[src/rtl/cdr_frame_ctrl.sv]
// Receive-side sequencer for the Zigbee CDR path: preamble/SFD hunt, PHR parse, payload bytes.
// Optional CRC_CHK_EN adds a CRC-16/ITU-T check over the payload, reported on o_crc_ok.
module cdr_frame_ctrl #(
  parameter int unsigned PREAMBLE_BITS = 32,
  parameter logic [7:0]  SFD_VAL       = 8'hA7,
  parameter int unsigned SFD_WIN       = 16,
  parameter int unsigned MAX_LEN       = 127,
  parameter int unsigned TIMEOUT       = 1024
) (
  input  logic       i_clk,
  input  logic       i_rst,
  input  logic       i_en,
  input  logic [5:0] i_nb_p_cfg,
  input  logic       i_bit,
  input  logic       i_bit_vld,
  output logic       o_cdr_run,
  output logic [5:0] o_nb_p,
  output logic [7:0] o_byte,
  output logic       o_byte_vld,
  output logic       o_sof,
  output logic       o_eof,
  output logic [6:0] o_len,
  output logic       o_err_sfd,
  output logic       o_err_len,
  output logic       o_err_to,
  output logic       o_busy,
  output logic       o_crc_ok
);

  localparam int unsigned ZCNT_W = $clog2(PREAMBLE_BITS + 1);
  localparam int unsigned BCNT_W = ($clog2(SFD_WIN) > 3) ? $clog2(SFD_WIN) : 3;
  localparam int unsigned WD_W   = $clog2(TIMEOUT + 1);

  typedef enum logic [2:0] {
    S_IDLE, S_HUNT, S_SFD, S_PHR, S_PAYLOAD, S_DONE, S_RESYNC
  } state_t;

  state_t             r_state, w_next;
  logic [ZCNT_W-1:0]  r_zero_cnt, w_zero_inc;
  logic [BCNT_W-1:0]  r_bit_cnt;
  logic [WD_W-1:0]    r_wd;
  logic [7:0]         r_sr, w_sr_shift;
  logic [6:0]         r_byte_cnt, r_len;
  logic [7:0]         r_byte;
  logic [5:0]         r_nb_p;
  logic               r_cdr_run, r_busy, r_byte_vld, r_sof, r_eof;
  logic               r_err_sfd, r_err_len, r_err_to, r_crc_ok;
  logic               w_sof, w_err_sfd, w_err_len, w_err_to, w_byte_done;
  logic               w_wd_expire, w_data_st, w_crc_good;

`ifdef CRC_CHK_EN
  localparam logic [15:0] CRC_POLY = 16'h8408;
  logic [15:0] r_crc, w_crc_upd;

  // Reflected CRC-16/ITU-T, one bit per payload strobe
  always_comb begin
    w_crc_upd = {1'b0, r_crc[15:1]} ^ ((r_crc[0] ^ i_bit) ? CRC_POLY : 16'h0000);
  end

  always_ff @(posedge i_clk) begin
    if (i_rst) begin
      r_crc <= 16'h0000;
    end else if (r_state == S_PAYLOAD && i_bit_vld) begin
      r_crc <= w_crc_upd;
    end else if (r_state != S_PAYLOAD && w_next == S_PAYLOAD) begin
      r_crc <= 16'h0000;
    end
  end

  assign w_crc_good = (r_crc == 16'h0000);
`else
  assign w_crc_good = 1'b1;
`endif

  // State register
  always_ff @(posedge i_clk) begin
    if (i_rst) r_state <= S_IDLE;
    else       r_state <= w_next;
  end

  // Next-state and one-cycle event decode
  always_comb begin
    w_next      = r_state;
    w_sof       = 1'b0;
    w_err_sfd   = 1'b0;
    w_err_len   = 1'b0;
    w_err_to    = 1'b0;
    w_byte_done = 1'b0;
    w_sr_shift  = {i_bit, r_sr[7:1]};
    w_zero_inc  = (r_zero_cnt == ZCNT_W'(PREAMBLE_BITS)) ? r_zero_cnt : r_zero_cnt + ZCNT_W'(1);
    w_data_st   = (r_state inside {S_SFD, S_PHR, S_PAYLOAD});
    // A strobe arriving on the expiry clock wins over the watchdog
    w_wd_expire = w_data_st && !i_bit_vld && (r_wd == WD_W'(TIMEOUT - 1));
    case (r_state)
      S_IDLE: if (i_en) w_next = S_HUNT;
      S_HUNT: begin
        if (!i_en) w_next = S_IDLE;
        else if (i_bit_vld && !i_bit && w_zero_inc == ZCNT_W'(PREAMBLE_BITS)) w_next = S_SFD;
      end
      S_SFD: begin
        if (i_bit_vld) begin
          if (w_sr_shift == SFD_VAL) begin
            w_sof  = 1'b1;
            w_next = S_PHR;
          end else if (r_bit_cnt == BCNT_W'(SFD_WIN - 1)) begin
            w_err_sfd = 1'b1;
            w_next    = S_RESYNC;
          end
        end
      end
      S_PHR: begin
        if (i_bit_vld && r_bit_cnt == BCNT_W'(7)) begin
          if (w_sr_shift[6:0] == 7'd0 || 32'(w_sr_shift[6:0]) > MAX_LEN) begin
            w_err_len = 1'b1;
            w_next    = S_RESYNC;
          end else begin
            w_next = S_PAYLOAD;
          end
        end
      end
      S_PAYLOAD: begin
        if (i_bit_vld && r_bit_cnt == BCNT_W'(7)) begin
          w_byte_done = 1'b1;
          if (r_byte_cnt == 7'd1) w_next = S_DONE;
        end
      end
      S_DONE, S_RESYNC: w_next = i_en ? S_HUNT : S_IDLE;
      default: w_next = S_IDLE;
    endcase
    if (w_wd_expire) begin
      w_err_to = 1'b1;
      w_next   = S_RESYNC;
    end
  end

  // Datapath, counters and registered outputs
  always_ff @(posedge i_clk) begin
    if (i_rst) begin
      r_zero_cnt <= '0;
      r_bit_cnt  <= '0;
      r_wd       <= '0;
      r_sr       <= 8'h00;
      r_byte_cnt <= 7'd0;
      r_len      <= 7'd0;
      r_byte     <= 8'h00;
      r_nb_p     <= 6'd2;
      r_cdr_run  <= 1'b0;
      r_busy     <= 1'b0;
      r_byte_vld <= 1'b0;
      r_sof      <= 1'b0;
      r_eof      <= 1'b0;
      r_err_sfd  <= 1'b0;
      r_err_len  <= 1'b0;
      r_err_to   <= 1'b0;
      r_crc_ok   <= 1'b0;
    end else begin
      r_cdr_run  <= (w_next != S_IDLE) && (w_next != S_RESYNC);
      r_busy     <= (w_next != S_IDLE);
      r_byte_vld <= w_byte_done;
      r_sof      <= w_sof;
      r_err_sfd  <= w_err_sfd;
      r_err_len  <= w_err_len;
      r_err_to   <= w_err_to;
      r_eof      <= (r_state == S_DONE);
      r_crc_ok   <= (r_state == S_DONE) && w_crc_good;
      if (r_state == S_IDLE && w_next == S_HUNT)
        r_nb_p <= (i_nb_p_cfg < 6'd2) ? 6'd2 : i_nb_p_cfg;
      if (w_byte_done) r_byte <= w_sr_shift;
      if (r_state == S_PHR && i_bit_vld && r_bit_cnt == BCNT_W'(7)) r_len <= w_sr_shift[6:0];
      if (r_state != S_PAYLOAD && w_next == S_PAYLOAD) r_byte_cnt <= w_sr_shift[6:0];
      else if (w_byte_done)                            r_byte_cnt <= r_byte_cnt - 7'd1;
      // Every state entry starts its bit collection from scratch
      if (w_next != r_state) begin
        r_zero_cnt <= '0;
        r_sr       <= 8'h00;
        r_bit_cnt  <= '0;
      end else if (i_bit_vld) begin
        case (r_state)
          S_HUNT: r_zero_cnt <= i_bit ? '0 : w_zero_inc;
          S_SFD: begin
            r_sr      <= w_sr_shift;
            r_bit_cnt <= r_bit_cnt + BCNT_W'(1);
          end
          S_PHR, S_PAYLOAD: begin
            r_sr      <= w_sr_shift;
            r_bit_cnt <= (r_bit_cnt == BCNT_W'(7)) ? '0 : r_bit_cnt + BCNT_W'(1);
          end
          default: ;
        endcase
      end
      if (w_next != r_state || i_bit_vld || !w_data_st) r_wd <= '0;
      else                                               r_wd <= r_wd + WD_W'(1);
    end
  end

  assign o_cdr_run  = r_cdr_run;
  assign o_nb_p     = r_nb_p;
  assign o_byte     = r_byte;
  assign o_byte_vld = r_byte_vld;
  assign o_sof      = r_sof;
  assign o_eof      = r_eof;
  assign o_len      = r_len;
  assign o_err_sfd  = r_err_sfd;
  assign o_err_len  = r_err_len;
  assign o_err_to   = r_err_to;
  assign o_busy     = r_busy;
  assign o_crc_ok   = r_crc_ok;

endmodule
[config.mk]
export PLATFORM = sky130hd
export DESIGN_NAME = cdr_frame_ctrl
export DESIGN_NICKNAME = d
export VERILOG_FILES = /design/src/rtl/cdr_frame_ctrl.sv
export SDC_FILE = /design/constraint.sdc
export NUM_CORES = 1
export LEC_CHECK = 0
export ABC_AREA = 0
export CORE_ASPECT_RATIO = 0.5
export CORE_MARGIN = 4
export CORE_UTILIZATION = 55
export CTS_CLUSTER_SIZE = 16
export DETAILED_ROUTE_END_ITERATION = 16
export HOLD_SLACK_MARGIN = 0.06
export PLACE_DENSITY = 0.84
export SYNTH_ARGS = -nofsm -noshare
export SYNTH_HDL_FRONTEND = slang
export SYNTH_SLANG_ARGS = --single-unit
[constraint.sdc]
create_clock -name i_clk -period 2.5 [get_ports i_clk]
set_input_delay 0.25 -clock i_clk [delete_from_list [all_inputs] [get_ports i_clk]]
set_output_delay 0.25 -clock i_clk [all_outputs]
set_load 0.01 [all_outputs]
# ---- Word-level counts from Yosys, hierarchy flattened
# Cells that the tools add are included.
dict set report word_totals {
  input_bits 11
  register_bits 68
  output_inout_bits 30
  wordCells 102
}
dict set report op_classes {
  n_addsub 4
  n_lt_le_gt_ge 1
  reduce_logical 32
  muxes 26
  n_bitwise 4
  eq_ne 18
}
# op n
set op_table {}
lappend op_table {{$mux W3} 10}
lappend op_table {{$mux W6} 3}
lappend op_table {{$pmux W3 S6} 1}
lappend op_table {{$mux W7} 2}
lappend op_table {{$eq A3 B3 Y1 const B} 4}
lappend op_table {{$eq A6 B6 Y1 const B} 2}
lappend op_table {{$add A11 B1 Y11 const B} 1}
lappend op_table {{$eq A11 B10 Y1 const B} 1}
lappend op_table {{$logic_and A1 B1 Y1} 10}
lappend op_table {{$reduce_or A3 Y1} 3}
lappend op_table {{$eq A8 B8 Y1 const B} 1}
lappend op_table {{$pmux W4 S2} 1}
lappend op_table {{$reduce_or A2 Y1} 4}
lappend op_table {{$eq A7 B1 Y1 const B} 1}
lappend op_table {{$logic_not A7 Y1} 1}
lappend op_table {{$mux W1} 7}
lappend op_table {{$sub A7 B1 Y7 const B} 1}
lappend op_table {{$add A6 B1 Y6 const B} 1}
lappend op_table {{$eq A3 B1 Y1 const B} 2}
lappend op_table {{$eq A3 B2 Y1 const B} 2}
lappend op_table {{$lt A6 B2 Y1 const B} 1}
lappend op_table {{$ne A3 B3 Y1 const B} 2}
lappend op_table {{$reduce_and A2 Y1} 3}
lappend op_table {{$reduce_bool A3 Y1} 2}
lappend op_table {{other kinds (12)} 19}

# ---- Longest topological paths before layout
dict set report logic_depth {
  word_depth 12
  depth_mapped 9
}

# ---- Worst setup path after synthesis
# No wires, ideal clock.
dict set report synth_path {
  path_kind {reg-to-reg}
  from {register r_zero_cnt[0]}
  to {register r_byte_cnt[4]}
  path_slack_ps 288
  path_buffers 1
  arrival_ps 2085
  path_stages_with_launch 10
  period_less_slack_ps 2212
  t_required_ps 2372
  path_cell_list {dfxtp_1 > inv_1 > ha_1 > nand4bb_1 > a211oi_1 > o21ba_2 > a2111oi_4 > buf_6 > mux2i_1 > nor2_1}
}
dict set report synth_via {
  elab_chain_cells 11
  elab_cells_between_ends 13
  classes_between {add/sub: 1; eq/ne: 3; mux: 6; reduce/logical: 3}
}
# item line
set synth_lines {}
lappend synth_lines {{start: declaration} 39} ;# logic [ZCNT_W-1:0] r_zero_cnt, w_zero_inc;
lappend synth_lines {{start signal: assignment} 179} ;# S_HUNT: r_zero_cnt <= i_bit ? '0 : w_zero_inc;
lappend synth_lines {{$add A6 B1 Y6 / $eq A6 B6 Y1 (equally long branches)} 90} ;# w_zero_inc = (r_zero_cnt == ZCNT_W'(PREAMBLE_BITS)) ? r_zero_cnt : r_zero_cnt + ZCNT_W'(1);
lappend synth_lines {{$mux W6 *} 90}
lappend synth_lines {{$eq A6 B6 Y1 *} 98} ;# else if (i_bit_vld && !i_bit && w_zero_inc == ZCNT_W'(PREAMBLE_BITS)) w_next = S_SFD;
lappend synth_lines {{$logic_and A1 B1 Y1 *} 98}
lappend synth_lines {{$mux W3 *} 98}
lappend synth_lines {{$mux W3 *} 97} ;# if (!i_en) w_next = S_IDLE;
lappend synth_lines {{$pmux W3 S6 *} 94} ;# case (r_state)
lappend synth_lines {{$mux W3 *} 130} ;# if (w_wd_expire) begin
lappend synth_lines {{$eq A3 B3 Y1 *} 170} ;# if (r_state != S_PAYLOAD && w_next == S_PAYLOAD) r_byte_cnt <= w_sr_shift[6:0];
lappend synth_lines {{$logic_and A1 B1 Y1 *} 170}
lappend synth_lines {{$mux W7 / $reduce_bool A2 Y1 (equally long branches)} -}
lappend synth_lines {{end signal: assignment} 170}
lappend synth_lines {{end signal: assignment} 171} ;# else if (w_byte_done) r_byte_cnt <= r_byte_cnt - 7'd1;
lappend synth_lines {{end: declaration} 43} ;# logic [6:0] r_byte_cnt, r_len;
# Every way passes the cells marked *; elsewhere a longest branch is shown, timed or not.
# A chain may end at the register's enable or synchronous reset.

# ---- Final worst setup path
dict set report layout_path {
  from {register r_sr[4]}
  to {register r_sr[4]}
}
dict set report layout_via {
  elab_chain_cells 7
  elab_cells_between_ends 10
  classes_between {eq/ne: 2; mux: 6; reduce/logical: 2}
}
# item line
set layout_lines {}
lappend layout_lines {{start: declaration} 42} ;# logic [7:0] r_sr, w_sr_shift;
lappend layout_lines {{start signal: assignment} 181} ;# r_sr <= w_sr_shift;
lappend layout_lines {{start signal: assignment} 185} ;# r_sr <= w_sr_shift;
lappend layout_lines {{$eq A8 B8 Y1 / $logic_not A7 Y1 (equally long branches)} {102, 113}}
lappend layout_lines {{$mux W3 / $mux W2 (equally long branches)} {102, 113}}
lappend layout_lines {{$mux W3 (on tied branches)} {101, 112}}
lappend layout_lines {{$pmux W3 S6 *} 94}
lappend layout_lines {{$mux W3 *} 130}
lappend layout_lines {{$ne A3 B3 Y1 *} 173} ;# if (w_next != r_state) begin
lappend layout_lines {{$reduce_or A2 Y1 (no source line) *} -}
# Marked as above.

==> impl_results.md <==
- Unique masters post-synth: 57
- Die Width: 115 um
- Initial Util: 57.3%
- Max-cap violation count: 0
- Worst setup margin: 0.0588 ns
- Number of buffers added on ports: 40
- Post-Route WL: 8180 um
- Rows: 19
- CP required: 2.71 ns
- Period utilization: 97.6%
- Syn avg cell area: 8.77 um^2
- Final Hold Fails: 0
- Drt via density: 6.03
- Number of synthesized flops with an enable pin: 0
- HPWL Detailed: 5630 um
- Final slew viol count: 0
- #FFs+latches synth: 67
- FFs w/ async S/R, synth: 0%
- Clock Pin Slew Worst Setup and Hold Paths: 0.05 ns
- Yosys warnings: 0
- Post-layout total power: 2350 uW
- Post-Place Cell Area: 3750 um^2
- Layout fillers: 375
- CTS Sinks: 67
- WP data arrival: 2.65 ns
- Status: finished, final reports clean
- Share of layout cells above drive strength 1: 12.4%
- Global-route wire length before repair: 13500 um
- Dpl ws: -0.0137 ns
- Largest net degree at the start of global routing: 35
- Post-synth top area cell: dfxtp_1
- Grt ovf: 0
- Post-synth top area share: 42.3%
- Initial antenna violation count: 0
- Final GP Congestion: 0.929
- Worst Hold Path Cells: 2
- Post-synth top cells: dfxtp_1, nand2_1, nor2_1
- HP Class: flip-flop to flip-flop
- Crit start category: flip-flop
- Max Fclk: 0.410 GHz
- CTS Buf Count: 9
- Mapped Cells: 362
- Layout net count: 433
- CTS H-tree depth: 3
- Slew @ Worst Pin: 0.577 ns
- Hold-fix buffer count after cts: 0
- Die H: 61.7 um
- Area occupied by multi-input gates: 1720 um^2
- Most frequent cell after synthesis: dfxtp_1
- Setup CP Type: flip-flop to flip-flop
- Final setup fails: 0
- Sequential-to-total area share from yosys stat: 42.3%
- Fin area: 4060 um^2
- Area grow syn2layout: 28.0%
- Root Buffer: clkbuf_16
- Worst Setup End Kind: flip-flop
- Register cell area after layout: 1340 um^2
- Via count: 2966
- Routed wire length per instance: 16.6 um
- Top cells by area, synth: dfxtp_1, mux2i_1, nand2_1, nor4_1, nor2_1
- Worst vdd ir: 0.000480 V
- Most used DFF post-synth: dfxtp_1
- Post-Syn Nets: 379
- Worst Reg-to-Reg Cells: 8
- Pleak: 0.00147 uW
- Clk_lat worst skew: 0.33 ns
- Core box area: 5540 um^2
- Critical path fanouts, max: 14
- Clk_skew: 0.00595 ns
- Pwr/cell area: 579 nW/um^2
- Antenna diodes: 0
- Drt drc: 0
- Max Buffers Root-to-Sink: 2
- Top Ports: 41
- Fin crit period: 2.44 ns
- Die area: 7120 um^2
- Max_slew headroom: 61.2%
- Setup Buffers After CTS: 0
- Global router's overall resource usage: 24.5%
- Vias in the first global route: 2814
- CTS tree: built
- ANT nets after route: 0
- DR iter-0 viols: 311
- Syn Std Cell Area: 3170 um^2
- 1st-pass router iterations: 5
==> final cells by class <==
| cell class | count | area share (%) |
|---|---|---|
| multi-input cells | 264 | 42.2 |
| inverters | 10 | 0.924 |
| flip-flops and latches | 67 | 33.1 |
| clock inverters | 2 | 0.308 |
| clock buffers | 12 | 6.32 |
| well taps | 73 | 2.25 |
| repair buffers | 64 | 14.9 |
==> path summary, 6_finish.rpt <==
kind | start | endpoint | slack [ns]
min reg2reg | o_byte[0] | o_byte[0] | 0.45
min | o_byte[0] | o_byte[0] | 0.45
max reg2reg | r_sr[4] | r_sr[4] | 0.06
max | r_sr[4] | r_sr[4] | 0.06
==> sequential cells by signal, summed over array words and instances, names as in the netlist <==
register and count:
r_byte_cnt 7, o_byte_vld 1, o_nb_p 6, o_cdr_run 1, o_err_to 1, o_err_sfd 1
o_byte 8, o_err_len 1, r_state 3, r_sr 7, r_bit_cnt 4, o_crc_ok 1
r_zero_cnt 6, o_sof 1, o_busy 1, o_len 7, r_wd 11
==> what timing repair did <==
item                                    CTS  global route
pin swaps                                 0             1
gates resized for setup                   1             9
endpoints found under the setup margin    1            39
==> layout by cell type (no fill, tap or decap), drive strengths merged, types with 5 or more instances in the layout <==
| master | count |
|---|---|
| ha | 6 |
| o21ai | 16 |
| nand2 | 36 |
| nand3 | 17 |
| nor3 | 10 |
| nor4 | 21 |
| a32o | 5 |
| mux2i | 14 |
| a31oi | 8 |
| clkbuf | 12 |
| xor2 | 10 |
| a21oi | 21 |
| nand4 | 6 |
| inv | 10 |
| buf | 24 |
| clkdlybuf4s50 | 40 |
| xnor2 | 11 |
| nor2 | 33 |
| dfxtp | 67 |
==> stage by stage <==
| stage | util [%] | std cells | TNS (ns) | hold slack, ns |
|---|---|---|---|---|
| 2_1_floorplan | - | 362 | 0 | 0.386 |
| 3_3_place_gp | 67.8 | 478 | 0 | 0.441 |
| 3_5_place_dp | 67.8 | 478 | -0.0137 | 0.447 |
| 4_1_cts | 72.7 | 492 | 0 | 0.454 |
| 5_1_grt | 73.3 | 492 | -0.00994 | 0.475 |
| 6_report | 73.3 | 492 | 0 | 0.451 |
==> per-layer routing <==
layer  track usage, %  vias to the layer above  wire length, um
met5                0                        -                0
met4             9.20                        0              149
met3             6.67                       17              562
met2             42.5                      113             4020
met1             30.0                     1401             3450
li1                 -                     1435                -
==> critical path: stages (launching register included) <==
cell and delay [ns]:
dfxtp_1 0.39, nor3_1 0.53, a311o_1 0.30, buf_4 0.14, nand2_1 0.05, o21ai_0 0.16, nand3_1 0.15, buf_4 0.23
nor4_1 0.36
==> power by group <==
group	internal [uW]	switching (uW)	leakage [uW]
Combinational	55.1	67.4	0.000799
Clock	711	434	0.000131
Sequential	1080	6.60	0.000542
Total	1840	508	0.00147
==> cell families (layout without fill, tap and decap cells) <==
kind of cell	after synthesis	in the layout	share of synthesized area [%]
simple gates	156	156	26.0
mux	14	14	4.42
compound gates	67	67	14.4
flops	67	67	42.3
fa+ha+maj	6	6	2.37
buf+inv	31	88	4.81
xor+xnor	21	21	5.80
Power figures use the tool's default switching activity.
